### src/rtl/muldiv_if.sv
// -----------------------------------------------------------------------------
// muldiv_if -- start/busy/done handshake between the core control FSM and the
// iterative multiply/divide sequencer.
//
//   start      request, sampled by the sequencer only while it is idle
//   op         00 MUL, 01 UMULL, 10 SMULL, 11 UDIV
//   a, b       multiplicand/dividend, multiplier/divisor
//   busy       operation in flight
//   done       one-cycle pulse, results valid
//   result_hi  product upper half, or remainder for UDIV
//   result_lo  product lower half, or quotient for UDIV
//   divzero    UDIV with b==0, updated together with done
//
// Modports: master = control unit, slave = sequencer.
// -----------------------------------------------------------------------------
interface muldiv_if #(
  parameter int WIDTH = 32
);
  logic             start;
  logic [1:0]       op;
  logic [WIDTH-1:0] a;
  logic [WIDTH-1:0] b;
  logic             busy;
  logic             done;
  logic [WIDTH-1:0] result_hi;
  logic [WIDTH-1:0] result_lo;
  logic             divzero;

  modport master (
    output start, op, a, b,
    input  busy, done, result_hi, result_lo, divzero
  );

  modport slave (
    input  start, op, a, b,
    output busy, done, result_hi, result_lo, divzero
  );
endinterface

### src/rtl/muldiv_seq.sv
// -----------------------------------------------------------------------------
// muldiv_seq -- iterative multiply/divide sequencer.
//
// Shift-add multiplier (MUL, UMULL, SMULL) and restoring divider (UDIV) that
// share one accumulator / shift register pair. One iteration per clock,
// WIDTH iterations, then a finish cycle that fixes the sign and registers the
// results. done pulses one cycle after the finish edge.
//
// Ports:
//   clk    system clock
//   reset  synchronous, active-high reset
//   bus    muldiv_if slave modport (start/op/a/b in, busy/done/results out)
//
// Optional build macro MULDIV_EARLY_EXIT_EN: multiply ops leave RUN as soon
// as the remaining multiplier bits are all zero, aligning the partial product
// with one right shift. UDIV always runs the full length. Without the macro
// every op has a fixed latency of WIDTH+1.
// -----------------------------------------------------------------------------
module muldiv_seq #(
  parameter int WIDTH = 32
) (
  input  logic     clk,
  input  logic     reset,
  muldiv_if.slave  bus
);

  localparam int              CW    = $clog2(WIDTH);
  localparam logic [CW-1:0]   LAST  = CW'(WIDTH - 1);

  typedef enum logic [1:0] {IDLE, RUN, FIN} state_t;
  typedef enum logic [1:0] {
    OP_MUL   = 2'b00,
    OP_UMULL = 2'b01,
    OP_SMULL = 2'b10,
    OP_UDIV  = 2'b11
  } op_t;

  state_t           state;
  op_t              op_q;
  logic             sign_q;
  logic [CW-1:0]    counter;

  // acc:   upper product half / partial remainder
  // mq:    multiplier, shifted out as product low bits enter from the top /
  //        dividend, shifted out at the top as quotient bits enter at the bottom
  // mcand: multiplicand / divisor
  logic [WIDTH-1:0] acc;
  logic [WIDTH-1:0] mq;
  logic [WIDTH-1:0] mcand;

  // ---------------------------------------------------------------------------
  // Iteration datapath
  // ---------------------------------------------------------------------------
  logic [WIDTH:0]     mul_sum;
  logic [WIDTH:0]     div_shift;
  logic [WIDTH:0]     div_diff;
  logic               div_ge;
  logic [2*WIDTH-1:0] product;
  logic [2*WIDTH-1:0] product_fix;
  logic               early_exit;

  always_comb begin
    // NOTE: every always_comb output gets a value on every path, so no latches.
    mul_sum     = {1'b0, acc} + (mq[0] ? {1'b0, mcand} : '0);
    // The shifted remainder needs WIDTH+1 bits: its top bit can be set when
    // the divisor is larger than 2^(WIDTH-1).
    div_shift   = {acc, mq[WIDTH-1]};
    div_diff    = div_shift - {1'b0, mcand};
    div_ge      = ~div_diff[WIDTH];          // no borrow => rem >= divisor
    product     = {acc, mq};
    product_fix = (op_q == OP_SMULL && sign_q) ? -product : product;
  end

`ifdef MULDIV_EARLY_EXIT_EN
  localparam logic [CW:0] ITERS = (CW + 1)'(WIDTH);

  logic [WIDTH-1:0]   mplr_mask;
  logic [CW:0]        remaining;
  logic [2*WIDTH-1:0] aligned;

  // After `counter` iterations only the low WIDTH-counter bits of mq are
  // still multiplier bits; the rest are already product bits.
  always_comb begin
    mplr_mask  = {WIDTH{1'b1}} >> counter;
    remaining  = ITERS - {1'b0, counter};
    aligned    = product >> remaining;
    early_exit = (op_q != OP_UDIV) && ((mq & mplr_mask) == '0);
  end
`else
  assign early_exit = 1'b0;
`endif

  // ---------------------------------------------------------------------------
  // Control FSM and registered outputs
  // ---------------------------------------------------------------------------
  always_ff @(posedge clk) begin
    // NOTE: sequential state uses non-blocking assignments only, so every
    // flop samples pre-edge values regardless of statement order.
    if (reset) begin
      state         <= IDLE;
      counter       <= '0;
      bus.busy      <= 1'b0;
      bus.done      <= 1'b0;
      bus.result_hi <= '0;
      bus.result_lo <= '0;
      bus.divzero   <= 1'b0;
    end else begin
      bus.done <= 1'b0;
      case (state)
        IDLE: begin
          if (bus.start) begin
            state    <= RUN;
            counter  <= '0;
            bus.busy <= 1'b1;
          end
        end
        RUN: begin
          if (early_exit || counter == LAST) begin
            state <= FIN;
          end else begin
            counter <= counter + 1'b1;
          end
        end
        FIN: begin
          state    <= IDLE;
          bus.busy <= 1'b0;
          bus.done <= 1'b1;
          if (op_q == OP_UDIV) begin
            bus.result_hi <= acc;
            bus.result_lo <= mq;
          end else begin
            bus.result_hi <= product_fix[2*WIDTH-1:WIDTH];
            bus.result_lo <= product_fix[WIDTH-1:0];
          end
          bus.divzero <= (op_q == OP_UDIV) && (mcand == '0);
        end
        default: state <= IDLE;
      endcase
    end
  end

  // ---------------------------------------------------------------------------
  // Operand / accumulator registers
  // ---------------------------------------------------------------------------
  // NOTE: datapath registers carry no reset; they are always loaded in IDLE
  // before RUN reads them, and a reset only needs to return the FSM to IDLE.
  always_ff @(posedge clk) begin
    case (state)
      IDLE: begin
        if (bus.start) begin
          op_q <= op_t'(bus.op);
          acc  <= '0;
          case (op_t'(bus.op))
            OP_SMULL: begin
              // |most negative| wraps to itself, which is correct as unsigned.
              sign_q <= bus.a[WIDTH-1] ^ bus.b[WIDTH-1];
              mcand  <= bus.a[WIDTH-1] ? -bus.a : bus.a;
              mq     <= bus.b[WIDTH-1] ? -bus.b : bus.b;
            end
            OP_UDIV: begin
              sign_q <= 1'b0;
              mcand  <= bus.b;
              mq     <= bus.a;
            end
            default: begin
              sign_q <= 1'b0;
              mcand  <= bus.a;
              mq     <= bus.b;
            end
          endcase
        end
      end
      RUN: begin
`ifdef MULDIV_EARLY_EXIT_EN
        if (early_exit) begin
          {acc, mq} <= aligned;
        end else
`endif
        if (op_q == OP_UDIV) begin
          acc <= div_ge ? div_diff[WIDTH-1:0] : div_shift[WIDTH-1:0];
          mq  <= {mq[WIDTH-2:0], div_ge};
        end else begin
          // Shift {carry, acc, mq} right by one; the add carry enters the MSB.
          acc <= mul_sum[WIDTH:1];
          mq  <= {mul_sum[0], mq[WIDTH-1:1]};
        end
      end
      default: ;
    endcase
  end

endmodule

### src/flat_wrapper.sv
// flat-port wrapper written by rule: the top's interface ports become plain ports
module muldiv_seq_flat 
#(
  parameter int WIDTH = 32
)
  (clk, reset, bus_start, bus_op, bus_a, bus_b, bus_busy, bus_done, bus_result_hi, bus_result_lo, bus_divzero);
  muldiv_if #(.WIDTH(WIDTH)) bus_i ();
  input  logic clk;
  input  logic reset;
  input wire logic [$bits(bus_i.start)-1:0] bus_start;
  input wire logic [$bits(bus_i.op)-1:0] bus_op;
  input wire logic [$bits(bus_i.a)-1:0] bus_a;
  input wire logic [$bits(bus_i.b)-1:0] bus_b;
  output wire logic [$bits(bus_i.busy)-1:0] bus_busy;
  output wire logic [$bits(bus_i.done)-1:0] bus_done;
  output wire logic [$bits(bus_i.result_hi)-1:0] bus_result_hi;
  output wire logic [$bits(bus_i.result_lo)-1:0] bus_result_lo;
  output wire logic [$bits(bus_i.divzero)-1:0] bus_divzero;
  assign bus_i.start = bus_start;
  assign bus_i.op = bus_op;
  assign bus_i.a = bus_a;
  assign bus_i.b = bus_b;
  assign bus_busy = bus_i.busy;
  assign bus_done = bus_i.done;
  assign bus_result_hi = bus_i.result_hi;
  assign bus_result_lo = bus_i.result_lo;
  assign bus_divzero = bus_i.divzero;
  muldiv_seq #(.WIDTH(WIDTH)) u_core (.clk(clk), .reset(reset), .bus(bus_i));
endmodule
### config.mk
export PLATFORM = sky130hd
export DESIGN_NAME = muldiv_seq_flat
export DESIGN_NICKNAME = d
export VERILOG_FILES = /design/src/rtl/muldiv_if.sv /design/src/rtl/muldiv_seq.sv /design/src/flat_wrapper.sv
export SDC_FILE = /design/constraint.sdc
export NUM_CORES = 1
export LEC_CHECK = 0
export ABC_AREA = 1
export ABC_CLOCK_PERIOD_IN_PS = 3850
export BUFFER_PORTS_ARGS = -buffer_cell sky130_fd_sc_hd__buf_2
export CAP_MARGIN = 20
export CELL_PAD_IN_SITES_DETAIL_PLACEMENT = 0
export CELL_PAD_IN_SITES_GLOBAL_PLACEMENT = 1
export CORE_ASPECT_RATIO = 0.9
export CORE_MARGIN = 2
export CORE_UTILIZATION = 43
export DETAILED_ROUTE_END_ITERATION = 10
export PLACE_DENSITY = 0.91
export SYNTH_ARGS = -nofsm -noshare
export SYNTH_HDL_FRONTEND = slang
export SYNTH_SLANG_ARGS = --single-unit
### constraint.sdc
create_clock -name clk -period 3.85 [get_ports clk]
set_input_delay 0.77 -clock clk [delete_from_list [all_inputs] [get_ports clk]]
set_output_delay 0.77 -clock clk [all_outputs]
set_load 0.05 [all_outputs]
Word-level counts from Yosys, hierarchy flattened
Cells that the tools add are included.
{"block": "word_totals", "regBits": 173, "input_bits": 69, "output_inout_bits": 67, "word_cells": 65}
{"block": "op_classes", "addsub": 6, "n_eq_ne": 10, "n_mux": 24, "n_bitwise": 2, "reduce_logical": 11}
{"op": "$mux 32", "count": 10}
{"op": "$pmux 32 s2", "count": 4}
{"op": "$mux 64", "count": 1}
{"op": "$neg 32->32", "count": 2}
{"op": "$neg 64->64", "count": 1}
{"op": "$add 32x33->33", "count": 1}
{"op": "$sub 33x32->33", "count": 1}
{"op": "$logic_not 32->1", "count": 1}
{"op": "$eq 2x2->1 const B", "count": 5}
{"op": "$mux 5", "count": 2}
{"op": "$pmux 5 s2", "count": 1}
{"op": "$reduce_and 2->1", "count": 4}
{"op": "$add 5x1->5 const B", "count": 1}
{"op": "$eq 5x5->1 const B", "count": 1}
{"op": "$mux 2", "count": 2}
{"op": "$ne 2x2->1 const B", "count": 2}
{"op": "$pmux 2 s2", "count": 1}
{"op": "$reduce_bool 2->1", "count": 2}
{"op": "$reduce_and 3->1", "count": 1}
{"op": "$eq 2x1->1 const B", "count": 1}
{"op": "$logic_and 1x1->1", "count": 2}
{"op": "$logic_not 2->1", "count": 1}
{"op": "$mux 1", "count": 2}
{"op": "$ne 2x1->1 const B", "count": 1}
{"op": "other kinds (3)", "count": 3}

Depth between registers and ports, before layout
Gate-level depths: netlist of run 1.
{"block": "logic_depth", "depth_word": 5, "ltp_mapped": 19, "mapped_depth_nobuf": 18}

Least setup slack after synthesis of run 1
No wires, ideal clock.
{"block": "synth_timing", "kind": "register to register", "start": "register u_core.state[0]", "end": "register u_core.acc[0], enable pin", "setup_ns": 0.424, "arrival_time_ns": 2.595, "t_required_ns": 3.426, "path_slack_ns": 0.832, "path_stages_with_launch": 7, "path_buffers": 2, "synth_period_minus_slack_ns": 3.018, "cell_sequence": "dfxtp_1 > inv_1 > nor2_1 > clkinv_1 > clkbuf_1 > clkbuf_1 > nand2_1"}
{"block": "synth_between", "elab_chain_cells": 3, "elab_cells_between_ends": 5, "classes_between": "eq/ne (2); reduce/logical (3)"}
{"item": "start: declaration", "line": "muldiv_seq.sv:38", "text": "state_t state;"}
{"item": "start signal: assignment", "line": "muldiv_seq.sv:100", "text": "state <= IDLE;"}
{"item": "start signal: assignment", "line": "muldiv_seq.sv:112", "text": "state <= RUN;"}
{"item": "start signal: assignment", "line": "muldiv_seq.sv:119", "text": "state <= FIN;"}
{"item": "$eq 2x1->1 or $logic_not 2->1 (tied branches)", "line": "muldiv_seq.sv:148", "text": "case (state)"}
{"item": "$reduce_bool 2->1 (no source line) or $ne 2x2->1 (tied branches)"}
{"item": "$reduce_and 2->1 (no source line) *"}
{"item": "end signal: assignment", "line": "muldiv_seq.sv:180", "text": "acc <= div_ge ? div_diff[WIDTH-1:0] : div_shift[WIDTH-1:0];"}
{"item": "end signal: assignment", "line": "muldiv_seq.sv:184", "text": "acc <= mul_sum[WIDTH:1];"}
{"item": "end: declaration", "line": "muldiv_seq.sv:47", "text": "logic [WIDTH-1:0] acc;"}
Mark *: on every way between the ends. The rest lies on a longest branch, timed or not.
A chain may end at the register's enable or synchronous reset.

Worst setup path in the final report of run 1
{"block": "layout_timing", "start": "register u_core.mq[0]", "end": "register u_core.acc[25], data pin"}
{"block": "layout_between", "elab_chain_cells": 4}
{"item": "start: declaration", "line": "muldiv_seq.sv:48", "text": "logic [WIDTH-1:0] mq;"}
{"item": "start signal: assignment", "line": "muldiv_seq.sv:158", "text": "mq <= bus.b[WIDTH-1] ? -bus.b : bus.b;"}
{"item": "start signal: assignment", "line": "muldiv_seq.sv:163", "text": "mq <= bus.a;"}
{"item": "start signal: assignment", "line": "muldiv_seq.sv:168", "text": "mq <= bus.b;"}
{"item": "$mux 32", "line": "muldiv_seq.sv:64", "text": "mul_sum = {1'b0, acc} + (mq[0] ? {1'b0, mcand} : '0);"}
{"item": "$add 32x33->33", "line": "muldiv_seq.sv:64"}
{"item": "$mux 32", "line": "muldiv_seq.sv:179", "text": "if (op_q == OP_UDIV) begin"}
{"item": "$pmux 32 s2", "line": "muldiv_seq.sv:148"}
No other way between the ends.

==> results of run 1 <==
## final timing paths
check	to	depth (start not counted)
max	u_core.acc[25]$_SDFFCE_PN0P_	11
min	u_core.bus.busy$_SDFFE_PP0P_	2
max reg2reg	u_core.acc[25]$_SDFFCE_PN0P_	11
min reg2reg	u_core.bus.busy$_SDFFE_PP0P_	2
## final cells by class
cell class                      count  area share [%]
Antenna cell                        2         0.02658
Clock buffer                       18           2.392
Clock inverter                     14          0.9966
Inverter                          468           9.328
Multi-Input combinational cell   2085           55.19
Sequential cell                   173           23.65
Tap cell                          532           3.535
Timing Repair Buffer              164           4.877
## where the power goes
group	switching, mW	total (mW)	leakage (nW)	internal, mW
registers	0.218	2.35	1.59	2.13
logic	1.94	2.75	7.59	0.815
clock network	0.891	1.90	0.317	1.00
## worst register-to-register path, delay by kind of cell (launching register included)
family	cells	cell delay, ns
AOI/OAI and AO/OA	5	1.10
adders and majority gates	1	0.29
buffers and inverters	2	0.46
DFF	1	0.88
and+or+nand+nor	3	0.30
## metrics by stage
| stage | cell area (um^2) | hold slack, ns | total power [mW] | setup slack [ns] |
|---|---|---|---|---|
| after floorplan | 17020 | 0.4483 | 4.142 | 0.8315 |
| after global placement | 18190 | 0.4592 | 5.091 | 0.5705 |
| after detailed placement | 18190 | 0.4667 | 5.094 | 0.5691 |
| after CTS | 18830 | 0.4771 | 6.989 | 0.6126 |
| after global routing | 18830 | 0.5038 | 7.405 | 0.3139 |
| final | 18830 | 0.4766 | 7.001 | 0.5144 |
## per-layer routing
layer  up-vias  GRT usage [%]  share of wire (%)
li1       9395              -                  -
met1      9011          43.12                 42
met2       794          56.52                 47
met3       133          4.605                6.2
met4         2          16.91                4.9
met5         -              0              0.017
## cell families (layout without fill, tap and decap cells)
| group | count (synthesis) | count (layout) | share of synthesized area, % |
|---|---|---|---|
| AO/OA/AOI/OAI | 494 | 494 | 16.45 |
| flip-flops | 173 | 173 | 26.17 |
| buffers and inverters | 562 | 664 | 12.81 |
| XOR/XNOR | 57 | 57 | 2.934 |
| other | 0 | 2 | 0 |
| AND/OR/NAND/NOR | 1463 | 1463 | 36.33 |
| adder cells (fa/ha/maj) | 71 | 71 | 5.308 |
## flip-flops by register name (all words and copies together), names as in the netlist
register,cells
u_core.sign_q,1
u_core.acc,32
u_core.mq,32
u_core.op_q,2
u_core.state,2
u_core.bus.divzero,1
u_core.counter,5
u_core.bus.result_hi,32
u_core.mcand,32
u_core.bus.busy,1
u_core.bus.result_lo,32
u_core.bus.done,1
## synthesized netlist by cell type, types with 24 or more instances
| library cell | number | share of area, % |
|---|---|---|
| clkbuf_1 | 59 | 1.3 |
| o221ai_1 | 41 | 2.1 |
| o211ai_1 | 24 | 1.1 |
| nand3_1 | 247 | 7.3 |
| inv_1 | 463 | 10 |
| nand2_1 | 765 | 17 |
| a21oi_1 | 186 | 5.5 |
| xor2_1 | 54 | 2.8 |
| dfxtp_1 | 74 | 8.7 |
| edfxtp_1 | 99 | 17 |
| nor3_1 | 31 | 0.91 |
| ha_1 | 69 | 5.1 |
| nand4_1 | 48 | 1.8 |
| nor2_1 | 308 | 6.8 |
| o21ai_0 | 185 | 5.4 |
==> impl_metrics.tcl, run 1 <==
set metrics [dict create \
    hold_buffers 0 \
    p_leak_nw 9.492 \
    max_stage_delay_ns 0.88 \
    worstPathArrival_ns 3.52 \
    ys_ff_latch 173 \
    clock_sinks 173 \
    syn_area_um2 17020 \
    critPathKind "flip-flop to flip-flop" \
    drv_cap 0 \
    synthDistinctLibCells 50 \
    grt_pass1_vias 17850 \
    cts_made_buffers 17 \
    layout_min_cycle_time_ns 3.336 \
    cts_buffer_depth 2 \
    outcome "finished, final reports clean" \
    htree_levels 4 \
    rows 69 \
    tns_ns 0 \
    slew_viol_final 0 \
    fin_crit_sh_pct 86.64 \
    syn_nets 2960 \
    ys_warn_count 0 \
    start_util_pct 43.32 \
    vias 19340 \
    ys.flop_type "edfxtp_1" \
    worst_setup_path_start_kind "flip-flop" \
    drc 0 \
    hold_class "flip-flop to flip-flop" \
    dp_hpwl_um 56570 \
    worstSkewPairLatency_ns 0.48 \
    crit_path_frequent_cell "a21oi_1" \
    path_delay_family "compound AO/OA/AOI/OAI gates" \
    die_area_um2 41180 \
    multi_input_area_um2 10390 \
    cts_setup_buffers 0 \
    vdd_drop_max_mv 0.3137 \
    hold_viol 0 \
    die_x_um 213.7 \
    slew_headroom_pct 37.87 \
    gp_congestion 1.018 \
    final_core_utilization_pct 47.94 \
    grt_max_degree 78 \
    synth-edff-count 99 \
    cts_resized 0 \
    seq_area_um2 4454 \
    endpoint_kind "flip-flop" \
    worstPathRequired_ns 4.03 \
    clk_pin_slew_ns 0.08 \
    p_per_area_nw_per_um2 371.8 \
    core_um2 39280 \
    synthArstFlopShare_pct 0 \
    final_cell_mix "nand2_1 (764), inv_1 (462), nor2_1 (307), nand3_1 (247), a21oi_1 (186)" \
    worstHoldStart "u_core.bus.busy$_SDFFE_PP0P_" \
    critPathBufInv 2 \
    drive_gt1_share_pct 7.974 \
    r2r_setup_slack_ns 0.51 \
    die_h_um 192.7 \
    cts-root-buf "clkbuf_16" \
    antenna_found_initial 4 \
    r2r-start "u_core.mq[0]$_DFFE_PP_" \
    drt-initial-drc-count 1858 \
    ioPinCount 136 \
    cp_cell_sequence "buf_4, nand2_1, inv_1, ha_1, a21oi_1, o21ai_0, a21oi_1, o21a_1, nand3b_1, nand3_1, a21oi_1" \
    layout.cells.non_filler 3456 \
    synthCells 2820 \
    fin_nets 3049 \
    path_max_fanout 18 \
    grt_pass1_wl_um 104000 \
    final_common_cell "nand2_1" \
    postSynthAreaPerCell_um2 6.035 \
    worstMarginPinSlew_ns 0.9320 \
    place.port_buffers 135 \
    seq_area_frac_synth_pct 26.17 \
    setup_violations 0 \
    drtPass1Iterations 6 \
    wl_per_cell_um 20.30 \
    max_freq_ghz 0.2998 \
    cts_tree "yes" \
    viasPerCell 5.595 \
    crit_start "u_core.mq[0]$_DFFE_PP_" \
    dp_cells 3422 \
    syn2layout_area_growth_pct 10.66 \
    cpMaxStageDelayCell "edfxtp_1" \
    drt_wl_total_um 70160 \
    rsz0062_at_grt "no" \
    grt-ovfl-total 0 \
    fillers 4267 \
    fin_skew_ns 0.02064 \
    grt_use_total_pct 33.95 \
    ant_nets 0 \
]
Note: power is estimated with default switching activity, not from simulation.
==> run 2, diff against run 1 <==
- ABC_AREA: 1 -> unset
- CORE_UTILIZATION: 43 -> 46
- PLACE_DENSITY: 0.91 -> 0.86
==> impl_metrics.tcl, run 2 <==
set metrics [dict create \
    worstMarginPinSlew_ns 1.046 \
    vias 14320 \
    tns_ns 0 \
    fin_skew_ns 0.01651 \
    drt_wl_total_um 46430 \
    yosysMostFrequentCell "nand2_1" \
    yosysTopAreaCell "edfxtp_1" \
    synth_top_area_share_pct 21.16 \
    die_x_um 188.2 \
    worstSkewPairLatency_ns 0.44 \
    worst_setup_path_start_kind "flip-flop" \
    place.port_buffers 135 \
    r2r-end "u_core.acc[24]$_SDFFCE_PN0P_" \
    cts_setup_buffers 0 \
    worstRegToRegCells 11 \
    max_freq_ghz 0.2718 \
    drt-initial-drc-count 1608 \
    ioPinCount 136 \
    synthCells 1769 \
    core_um2 29950 \
    dp_hpwl_um 35060 \
    place_area_um2 15540 \
    setup_violations 0 \
    start_util_pct 46.90 \
    syn_nets 1909 \
    worstHoldStart "u_core.bus.result_hi[13]$_SDFFE_PP0P_" \
    drive_gt1_share_pct 15.16 \
    cts_tree "yes" \
    ys.flop_type "edfxtp_1" \
    hold_class "flip-flop to flip-flop" \
    seq_area_frac_synth_pct 31.71 \
    layout.cells.non_filler 2316 \
    p_sw_share_pct 38.91 \
    die_h_um 169.8 \
    synthDistinctLibCells 74 \
    grt_pass1_vias 12890 \
    p_leak_nw 6.481 \
    r2r_setup_slack_ns 0.17 \
    final_core_utilization_pct 54.02 \
    synthArstFlopShare_pct 0 \
    ys_warn_count 0 \
    endpoint_kind "flip-flop" \
    grt_max_degree 118 \
    hold_end "u_core.bus.result_hi[13]$_SDFFE_PP0P_" \
    drv_cap 0 \
    critPathKind "flip-flop to flip-flop" \
    ys_ff_latch 173 \
    n_antenna_cell 0 \
    preCtsSetupSlack_ns 0.1465 \
    synth-edff-count 99 \
    grt-ovfl-total 0 \
    drc 0 \
    worstPathArrival_ns 3.85 \
    yosys-top-cells-count "nand2_1 (200), nor2_1 (186), a21oi_1 (137), o21ai_0 (116), edfxtp_1 (99)" \
    r2r-start "u_core.mcand[0]$_DFFE_PP_" \
    min_delay_path_depth 2 \
    path_max_fanout 3 \
    rsz0062_at_grt "no" \
    syn2layout_area_growth_pct 15.19 \
    clk_pin_slew_ns 0.08 \
    syn_area_um2 14050 \
    p_seq_share_pct 35.4 \
    vdd_drop_max_mv 0.2994 \
    p_comb_share_pct 36.2 \
    clock_sinks 173 \
    grt_pass1_wl_um 72590 \
    cts_resized 0 \
    cts-root-buf "clkbuf_16" \
    power_switching_mw 2.547 \
    postSynthAreaPerCell_um2 7.941 \
    p_clk_share_pct 28.4 \
    outcome "finished, final reports clean" \
    htree_levels 4 \
    drtPass1Iterations 6 \
    stdcell_area_um2 16180 \
    grt_use_total_pct 28.65 \
    die_area_um2 31950 \
    finalPower_mw 6.547 \
    slew_viol_final 0 \
    rows 60 \
    antenna_found_initial 0 \
    wl_per_cell_um 20.05 \
    hold_viol 0 \
    layout_min_cycle_time_ns 3.679 \
    synth.top_cells.by_area "edfxtp_1 (21%), dfxtp_1 (11%), ha_1 (6.1%)" \
    cts_made_buffers 17 \
    dp_cells 2284 \
    p_int_mw 3.999 \
    fin_hold_ws_ns 0.4532 \
    hold_buffers 0 \
    fin_nets 2040 \
    slew_headroom_pct 30.25 \
    cts_buffer_depth 2 \
    viasPerCell 6.181 \
    final_common_cell "nand2_1" \
    ant_nets 0 \
    worst_slack_ns 0.1711 \
    p_per_area_nw_per_um2 404.6 \
    worstPathRequired_ns 4.02 \
    final_cell_mix "nand2_1 (200), nor2_1 (185), a21oi_1 (137), buf_2 (134), o21ai_0 (116)" \
    gp_congestion 0.9373 \
    fin_crit_sh_pct 95.56 \
]
==> run 2: cells by family after synthesis <==
| kind of cell | synth area share (%) |
|---|---|
| muxes | 1.309 |
| AOI/OAI and AO/OA | 28.40 |
| xor gates and xnor gates | 6.484 |
| DFF | 31.71 |
| and+or+nand+nor | 20.98 |
| adders and majority gates | 6.431 |
| buffers and inverters | 4.685 |
==> run 2: final cells by class <==
| class | instances | area (um^2) |
|---|---|---|
| clock buffer | 17 | 425.4 |
| clock inverter | 15 | 211.5 |
| fill | 2818 | 13770 |
| inverter | 66 | 247.7 |
| multi-input combinational | 1422 | 8971 |
| sequential | 173 | 4454 |
| tap | 403 | 504.2 |
| timing repair buffer | 220 | 1366 |
==> run 2: worst max path at each step <==
stage / slack, ns / cells after the start / to / startpoint
2_1_floorplan: 0.40 / 11 / u_core.mcand[30]$_DFFE_PP_ / bus_a[1]
3_3_place_gp: 0.19 / 9 / u_core.mq[29]$_DFFE_PP_ / bus_b[11]
3_5_place_dp: 0.15 / 9 / u_core.mq[29]$_DFFE_PP_ / bus_b[11]
4_1_cts: 0.22 / 16 / u_core.acc[28]$_SDFFCE_PN0P_ / u_core.mq[0]$_DFFE_PP_
5_1_grt: 0.006 / 16 / u_core.acc[28]$_SDFFCE_PN0P_ / u_core.mq[0]$_DFFE_PP_
6_report: 0.17 / 11 / u_core.acc[24]$_SDFFCE_PN0P_ / u_core.mcand[0]$_DFFE_PP_
==> run 2: worst max-delay path, stage by stage, from the launching register on <==
cell,delay [ns]
edfxtp_1,0.43
ha_1,0.25
fa_1,0.41
nand2b_1,0.19
a21o_1,0.19
a211oi_1,0.47
o21ai_0,0.27
o2111a_1,0.33
or2_2,0.33
o2111a_1,0.24
a211oi_1,0.21
a21oi_1,0.11
==> run 2: power groups by stage <==
stage          Sequential [mW]  Combinational, mW  Clock [mW]
6_report                  2.32               2.37        1.86
2_1_floorplan             2.30               1.58           0
3_5_place_dp              2.36               2.31           0
3_3_place_gp              2.35               2.29           0
5_1_grt                   2.34               2.59        1.96
4_1_cts                   2.31               2.33        1.88
==> run 2: per-layer routing <==
metal | global-route usage, % | share of wire [%]
met5 | 0 | 0
met4 | 7.737 | 2.1
met3 | 4.549 | 8.7
met1 | 42.67 | 46
met2 | 42.76 | 43
